$ cat config.mk
export PLATFORM = sky130hd
export DESIGN_NAME = mem_port_arbiter
export DESIGN_NICKNAME = d
export VERILOG_FILES = /design/src/rtl/mem_port_arbiter.sv
export SDC_FILE = /design/constraint.sdc
export NUM_CORES = 1
export LEC_CHECK = 0
export CAP_MARGIN = 20
export CORE_UTILIZATION = 52
export CTS_CLUSTER_DIAMETER = 30
export DETAILED_ROUTE_END_ITERATION = 10
export DONT_BUFFER_PORTS = 1
export GPL_TIMING_DRIVEN = 0
export PLACE_DENSITY = 0.67
export RECOVER_POWER = 25
export SLEW_MARGIN = 15
export SYNTH_ARGS = -nofsm -noshare
export SYNTH_HDL_FRONTEND = slang
export SYNTH_SLANG_ARGS = --single-unit
$ cat constraint.sdc
create_clock -name clk -period 6.4 [get_ports clk]
set_clock_uncertainty 0.15 [all_clocks]
set_input_delay 1.28 -clock clk [delete_from_list [all_inputs] [get_ports clk]]
set_output_delay 1.28 -clock clk [all_outputs]
set_load 0.01 [all_outputs]
$ cat src/rtl/mem_port_arbiter.sv
// Two-port round-robin arbiter in front of one synchronous memory.
// Each access runs IDLE -> ACCESS (MEM_LAT cycles) -> CAPTURE -> ACK.
`timescale 1ns/1ps
module mem_port_arbiter #(
  parameter int DW      = 16,
  parameter int AW      = 16,
  parameter int MEM_LAT = 1
) (
  input  logic          clk,
  input  logic          rst,
  input  logic          p0_req,
  input  logic          p0_we,
  input  logic [AW-1:0] p0_addr,
  input  logic [DW-1:0] p0_wdata,
  output logic          p0_ack,
  output logic [DW-1:0] p0_rdata,
  input  logic          p1_req,
  input  logic          p1_we,
  input  logic [AW-1:0] p1_addr,
  input  logic [DW-1:0] p1_wdata,
  output logic          p1_ack,
  output logic [DW-1:0] p1_rdata,
  output logic [AW-1:0] mem_addr,
  output logic [DW-1:0] mem_wdata,
  output logic          mem_wren,
  input  logic [DW-1:0] mem_rdata,
  output logic          busy,
  output logic          grant_id
);

  typedef enum logic [1:0] {
    IDLE,
    ACCESS,
    CAPTURE,
    ACK
  } state_t;

  localparam logic [2:0] LAST = 3'(MEM_LAT - 1);

  state_t        state;
  state_t        state_nxt;
  logic [2:0]    wait_cnt;
  logic [AW-1:0] lat_addr;
  logic [DW-1:0] lat_wdata;
  logic          lat_we;
  logic          lat_port;
  logic          last_grant;
  logic          any_req;
  logic          pick;

  assign any_req  = p0_req | p1_req;
  assign grant_id = last_grant;

  // Ties go to the port that did not win last time.
  always_comb begin
    pick = last_grant;
    unique case (1'b1)
      p0_req && p1_req:  pick = ~last_grant;
      p0_req && !p1_req: pick = 1'b0;
      !p0_req && p1_req: pick = 1'b1;
      default:           pick = last_grant;
    endcase
  end

  always_ff @(posedge clk or posedge rst) begin
    if (rst) begin
      state <= IDLE;
    end else begin
      state <= state_nxt;
    end
  end

  always_comb begin
    state_nxt = state;
    unique case (state)
      IDLE:    if (any_req) state_nxt = ACCESS;
      ACCESS:  if (wait_cnt == LAST) state_nxt = CAPTURE;
      CAPTURE: state_nxt = ACK;
      ACK:     state_nxt = IDLE;
      default: state_nxt = IDLE;
    endcase
  end

  always_comb begin
    busy      = (state != IDLE);
    mem_addr  = '0;
    mem_wdata = '0;
    mem_wren  = 1'b0;
    if (state == ACCESS) begin
      mem_addr  = lat_addr;
      mem_wdata = lat_wdata;
      mem_wren  = lat_we && (wait_cnt == 3'd0);
    end
  end

  always_ff @(posedge clk or posedge rst) begin
    if (rst) begin
      lat_addr   <= '0;
      lat_wdata  <= '0;
      lat_we     <= 1'b0;
      lat_port   <= 1'b1;
      last_grant <= 1'b1;
      wait_cnt   <= 3'd0;
    end else begin
      if (state == IDLE) begin
        wait_cnt <= 3'd0;
        if (any_req) begin
          lat_port   <= pick;
          last_grant <= pick;
          lat_addr   <= pick ? p1_addr  : p0_addr;
          lat_wdata  <= pick ? p1_wdata : p0_wdata;
          lat_we     <= pick ? p1_we    : p0_we;
        end
      end else if (state == ACCESS) begin
        wait_cnt <= wait_cnt + 3'd1;
      end
    end
  end

  // Ack is registered so it is high for exactly the ACK cycle.
  always_ff @(posedge clk or posedge rst) begin
    if (rst) begin
      p0_ack   <= 1'b0;
      p1_ack   <= 1'b0;
      p0_rdata <= '0;
      p1_rdata <= '0;
    end else begin
      p0_ack <= (state == CAPTURE) && !lat_port;
      p1_ack <= (state == CAPTURE) && lat_port;
      if (state == CAPTURE && !lat_we) begin
        if (lat_port) p1_rdata <= mem_rdata;
        else          p0_rdata <= mem_rdata;
      end
    end
  end

endmodule
==> results.md <==
Routing:
- The pre-antenna-repair detailed-routing pass consisted of 4 iterations.
- Wires add up to between 7000 and 8000 µm.
- After detailed routing, the average wire length per cell comes to 18.29 µm.
- For this block, the initial DRC count from the detailed router was 95.
- The DRC violation count after routing is 0.
- The total vias in the final route is 2544.
- After detailed routing, the number of vias per cell comes to 5.944.
- The final antenna-violating net count is 0.

Timing:
- The final critical path takes up between 60 and 70% of the cycle.
- The count of final max-slew check failures was 41.
- The clock period could shrink to slightly below 4000 ps.
- Final hold analysis gives a worst-case slack of 397.6 ps.
- After routing, the total negative slack on setup checks comes to 0 ps.
- The number of hold-slack violations in the final timing report was 0.
- The worst-margin pin slew is 2144 ps.
- Setup slack on the critical path of the routed design comes to 2547 ps.
- The relative slew slack is -42.91%.
- The achievable frequency is approximately 260 MHz.
- Setup repair after global routing left no endpoint under its margin.
- Setup violations remaining at the end of the flow were counted as 0.

CTS:
- The cts-stage hold buffer count is 0.
- Buffers added to address setup during post-CTS repair amount to 0.
- Clock latency on the worst-skew pair, taken at its later pin, is 330 ps.
- The number of gates resized after CTS was 0.
- The clock tree from TritonCTS is built.
- Counting the buffers created by CTS gives 9.
- In this run the deepest clock path goes through 2 buffers.
- The clock sink count is 73.
- The clock-pin slew on the worst setup and hold paths is 70 ps.
- The root cell of the clock tree is sky130_fd_sc_hd__clkbuf_8.
- The maximum level of the CTS H-tree is 3.

Critical path:
- The critical path crosses 2 cells after its start point.
- For this run, the slowest stage of the critical path takes 1610 ps.
- The startpoint type of the worst setup path is an input port.
- The critical path goes through clkinvlp_2, clkbuf_1.
- STA puts the critical path data required time at 6260 ps.
- Along the worst path, the maximum fanout reaches 40.
- The number of buffer and inverter instances along the worst setup path is 2.
- The critical path starts at rst.
- The capturing instance or port of the critical path is lat_wdata[8].
- STA puts the critical path data arrival time at 3710 ps.
- The kind of cell adding the most delay to the critical path is buffers and inverters.
- In this run the critical register-to-register path is captured at p0_rdata[9].
- STA classifies the critical path endpoint as an asynchronous set/reset pin.
- Counting cells, the worst reg-to-reg path comes to 5.
- Across all register-to-register paths, the minimum setup slack is 4380 ps.
- Among all stages on the critical path, the largest delay is contributed by sky130_fd_sc_hd__clkbuf_1.
- The source of the worst register-to-register timing path is state[0].
- The critical setup path kind is input port to asynchronous set/reset pin.

Placement:
- The placed cell count is 412.
- The placed wire-length estimate after detailed placement is around 5600 µm.
- During placement, the flow inserted port buffers numbering 0.
- The routability congestion estimate from global placement is 0.8493.
- The setup slack at placement is about 3300 ps.

Status:
- The final reports fail on capacitance limit, slew limit.
- The run finished, with violations left.

GRT:
- The largest net degree at the start of global routing is 41.
- The number of global-route vias before repair came to 2473.
- The first-pass GRT wire length is 12590 µm.
- For this run the aggregate overflow at the end of global routing stands at 0.
- For this run, the total global-route usage over all layers was measured as 22.95%.
- The initial antenna violation count is 0.

Synthesis:
- For this run, the leading register cell type out of synthesis is sky130_fd_sc_hd__dfrtp_1.
- In the synthesized netlist the async set-or-reset flop fraction comes to 100.0%.
- Synthesis instantiated 28 different standard cells from the library.
- The synthesized area divided by synthesized cell count is 10.34 µm².
- When the netlist entered floorplanning its net count stood at between 400 and 500.
- The sequential share of the synthesized area is a little over half.
- The mapped netlist covers 0.003453 mm².
- The count of mapped cells out of synthesis is 334.
- The total of warnings raised by yosys is 0.
- The count of flip-flops with a built-in enable after synthesis is 0.
- After synthesis the netlist holds a flip-flop and latch count of 73.

Job:
- The tool flagged a number of max-cap violations equal to 1.

Layout:
- The final net count is 437.
- For this run, the number of standard cells in the final layout without fillers is 428.
- The post-route netlist has 20.23% of its cells at a drive strength greater than 1.
- The number of antenna diodes in the final layout is 0.
- The area growth from synthesis to layout is 7.898%.

Floorplan:
- The full die area is 0.006971 mm².
- The die is 83.49 µm tall.
- Once the floorplan was initialized, standard cells occupied 54.08% of the core.
- The count of pins on the block boundary is 155.
- The area inside the core boundary is 0.006386 mm².
- Row generation in the floorplan step produced 29 rows.
- The width of the die is 83.49 µm.

Min path:
- The path class of the tightest hold or removal check is register to register.

Pwr:
- In this run the power density over the cells is 529.5 mW/mm².
- The reported leakage power is 0.001572 µW.
- The peak supply drop is 235.2 µV.
[Yosys cell counts, types with 3 or more instances]
master / instances / area share [%]
sky130_fd_sc_hd__inv_1: 7 / 0.76
sky130_fd_sc_hd__clkbuf_1: 10 / 1.1
sky130_fd_sc_hd__clkbuf_2: 3 / 0.43
sky130_fd_sc_hd__buf_6: 3 / 0.98
sky130_fd_sc_hd__buf_2: 11 / 1.6
sky130_fd_sc_hd__dfrtp_1: 72 / 52
sky130_fd_sc_hd__and2_1: 33 / 6.0
sky130_fd_sc_hd__o21ai_0: 34 / 4.9
sky130_fd_sc_hd__nand2_1: 3 / 0.33
sky130_fd_sc_hd__ha_1: 5 / 1.8
sky130_fd_sc_hd__nor2_1: 39 / 4.2
sky130_fd_sc_hd__nand3_1: 34 / 4.9
sky130_fd_sc_hd__mux2_2: 33 / 11
sky130_fd_sc_hd__a31oi_1: 33 / 6.0
[worst min-delay path by stage]
stage               slack (ps)  cells past startpoint            to    startpoint
finish                     400                      2  lat_wdata[8]  lat_wdata[8]
global route               430                      2  lat_wdata[2]  lat_wdata[2]
CTS                        400                      2  lat_wdata[8]  lat_wdata[8]
detailed placement         380                      2  lat_wdata[8]  lat_wdata[8]
global placement           360                      2   wait_cnt[2]   wait_cnt[2]
floorplan                  350                      2   wait_cnt[2]   wait_cnt[2]
[cells in the final DEF, fill, tap and decap left out, types with 2 or more instances in the layout]
| cell | Yosys | routed |
|---|---|---|
| sky130_fd_sc_hd__and2_1 | 33 | 32 |
| sky130_fd_sc_hd__buf_2 | 11 | 11 |
| sky130_fd_sc_hd__clkbuf_2 | 3 | 3 |
| sky130_fd_sc_hd__clkbuf_1 | 10 | 12 |
| sky130_fd_sc_hd__clkinv_2 | 0 | 2 |
| sky130_fd_sc_hd__inv_1 | 7 | 6 |
| sky130_fd_sc_hd__clkinv_4 | 0 | 2 |
| sky130_fd_sc_hd__nand3_1 | 34 | 34 |
| sky130_fd_sc_hd__o21ai_0 | 34 | 34 |
| sky130_fd_sc_hd__nor2_1 | 39 | 39 |
| sky130_fd_sc_hd__clkbuf_8 | 0 | 9 |
| sky130_fd_sc_hd__buf_6 | 3 | 3 |
| sky130_fd_sc_hd__nand2_1 | 3 | 3 |
| sky130_fd_sc_hd__mux2_2 | 33 | 33 |
| sky130_fd_sc_hd__ha_1 | 5 | 5 |
| sky130_fd_sc_hd__a31oi_1 | 33 | 33 |
| sky130_fd_sc_hd__dfrtp_1 | 72 | 72 |
[logic make-up after synthesis]
logic type      count (synthesis)  synth area share (%)
compound gates                 71                 11.74
xor+xnor                        2                0.5073
simple gates                  115                 17.10
flops                          73                 52.93
mux                            34                 11.05
buf+inv                        34                 4.855
fa+ha+maj                       5                 1.812
[through the flow]
stage	total power, µW	util [%]	instance area, µm²
after floorplan	1491	-	3453
after global placement	1648	55.58	3550
after detailed placement	1682	55.94	3572
after CTS	1997	58.62	3744
after global routing	2131	58.35	3726
final	1973	58.35	3726
[cell type report]
cell class | instances | area (µm²)
fill | 577 | 2660
sequential | 73 | 1828
multi-input combinational | 227 | 1458
buffer | 27 | 141.4
clock buffer | 10 | 127.6
tap | 77 | 96.34
clock inverter | 6 | 43.79
inverter | 7 | 27.53
timing repair buffer | 1 | 3.754
[flip-flops by register name (all words and copies together) (netlist names)]
| name | cells |
|---|---|
| lat_we | 1 |
| lat_wdata | 16 |
| p0_rdata | 16 |
| p1_rdata | 16 |
| p0_ack | 1 |
| wait_cnt | 3 |
| grant_id | 1 |
| state | 2 |
| p1_ack | 1 |
| lat_addr | 16 |
[where the power goes]
part / total, µW / leakage (µW) / internal, µW / switching [µW]
registers: 884 / 0.000847 / 699 / 185
logic: 774 / 0.000638 / 331 / 444
clock network: 315 / 0.0000866 / 142 / 172
total: 1970 / 0.00157 / 1170 / 801
[metal layers]
metal	wire, µm	vias to the layer above	part of all wire, %	track usage [%]
li1	-	1190	-	-
met1	3337	1214	43	30.53
met2	3646	129	47	34.80
met3	734	11	9.4	7.814
met4	111	0	1.4	8.937
met5	0	-	0	0
No activity file was read; power rests on OpenSTA's default activity.
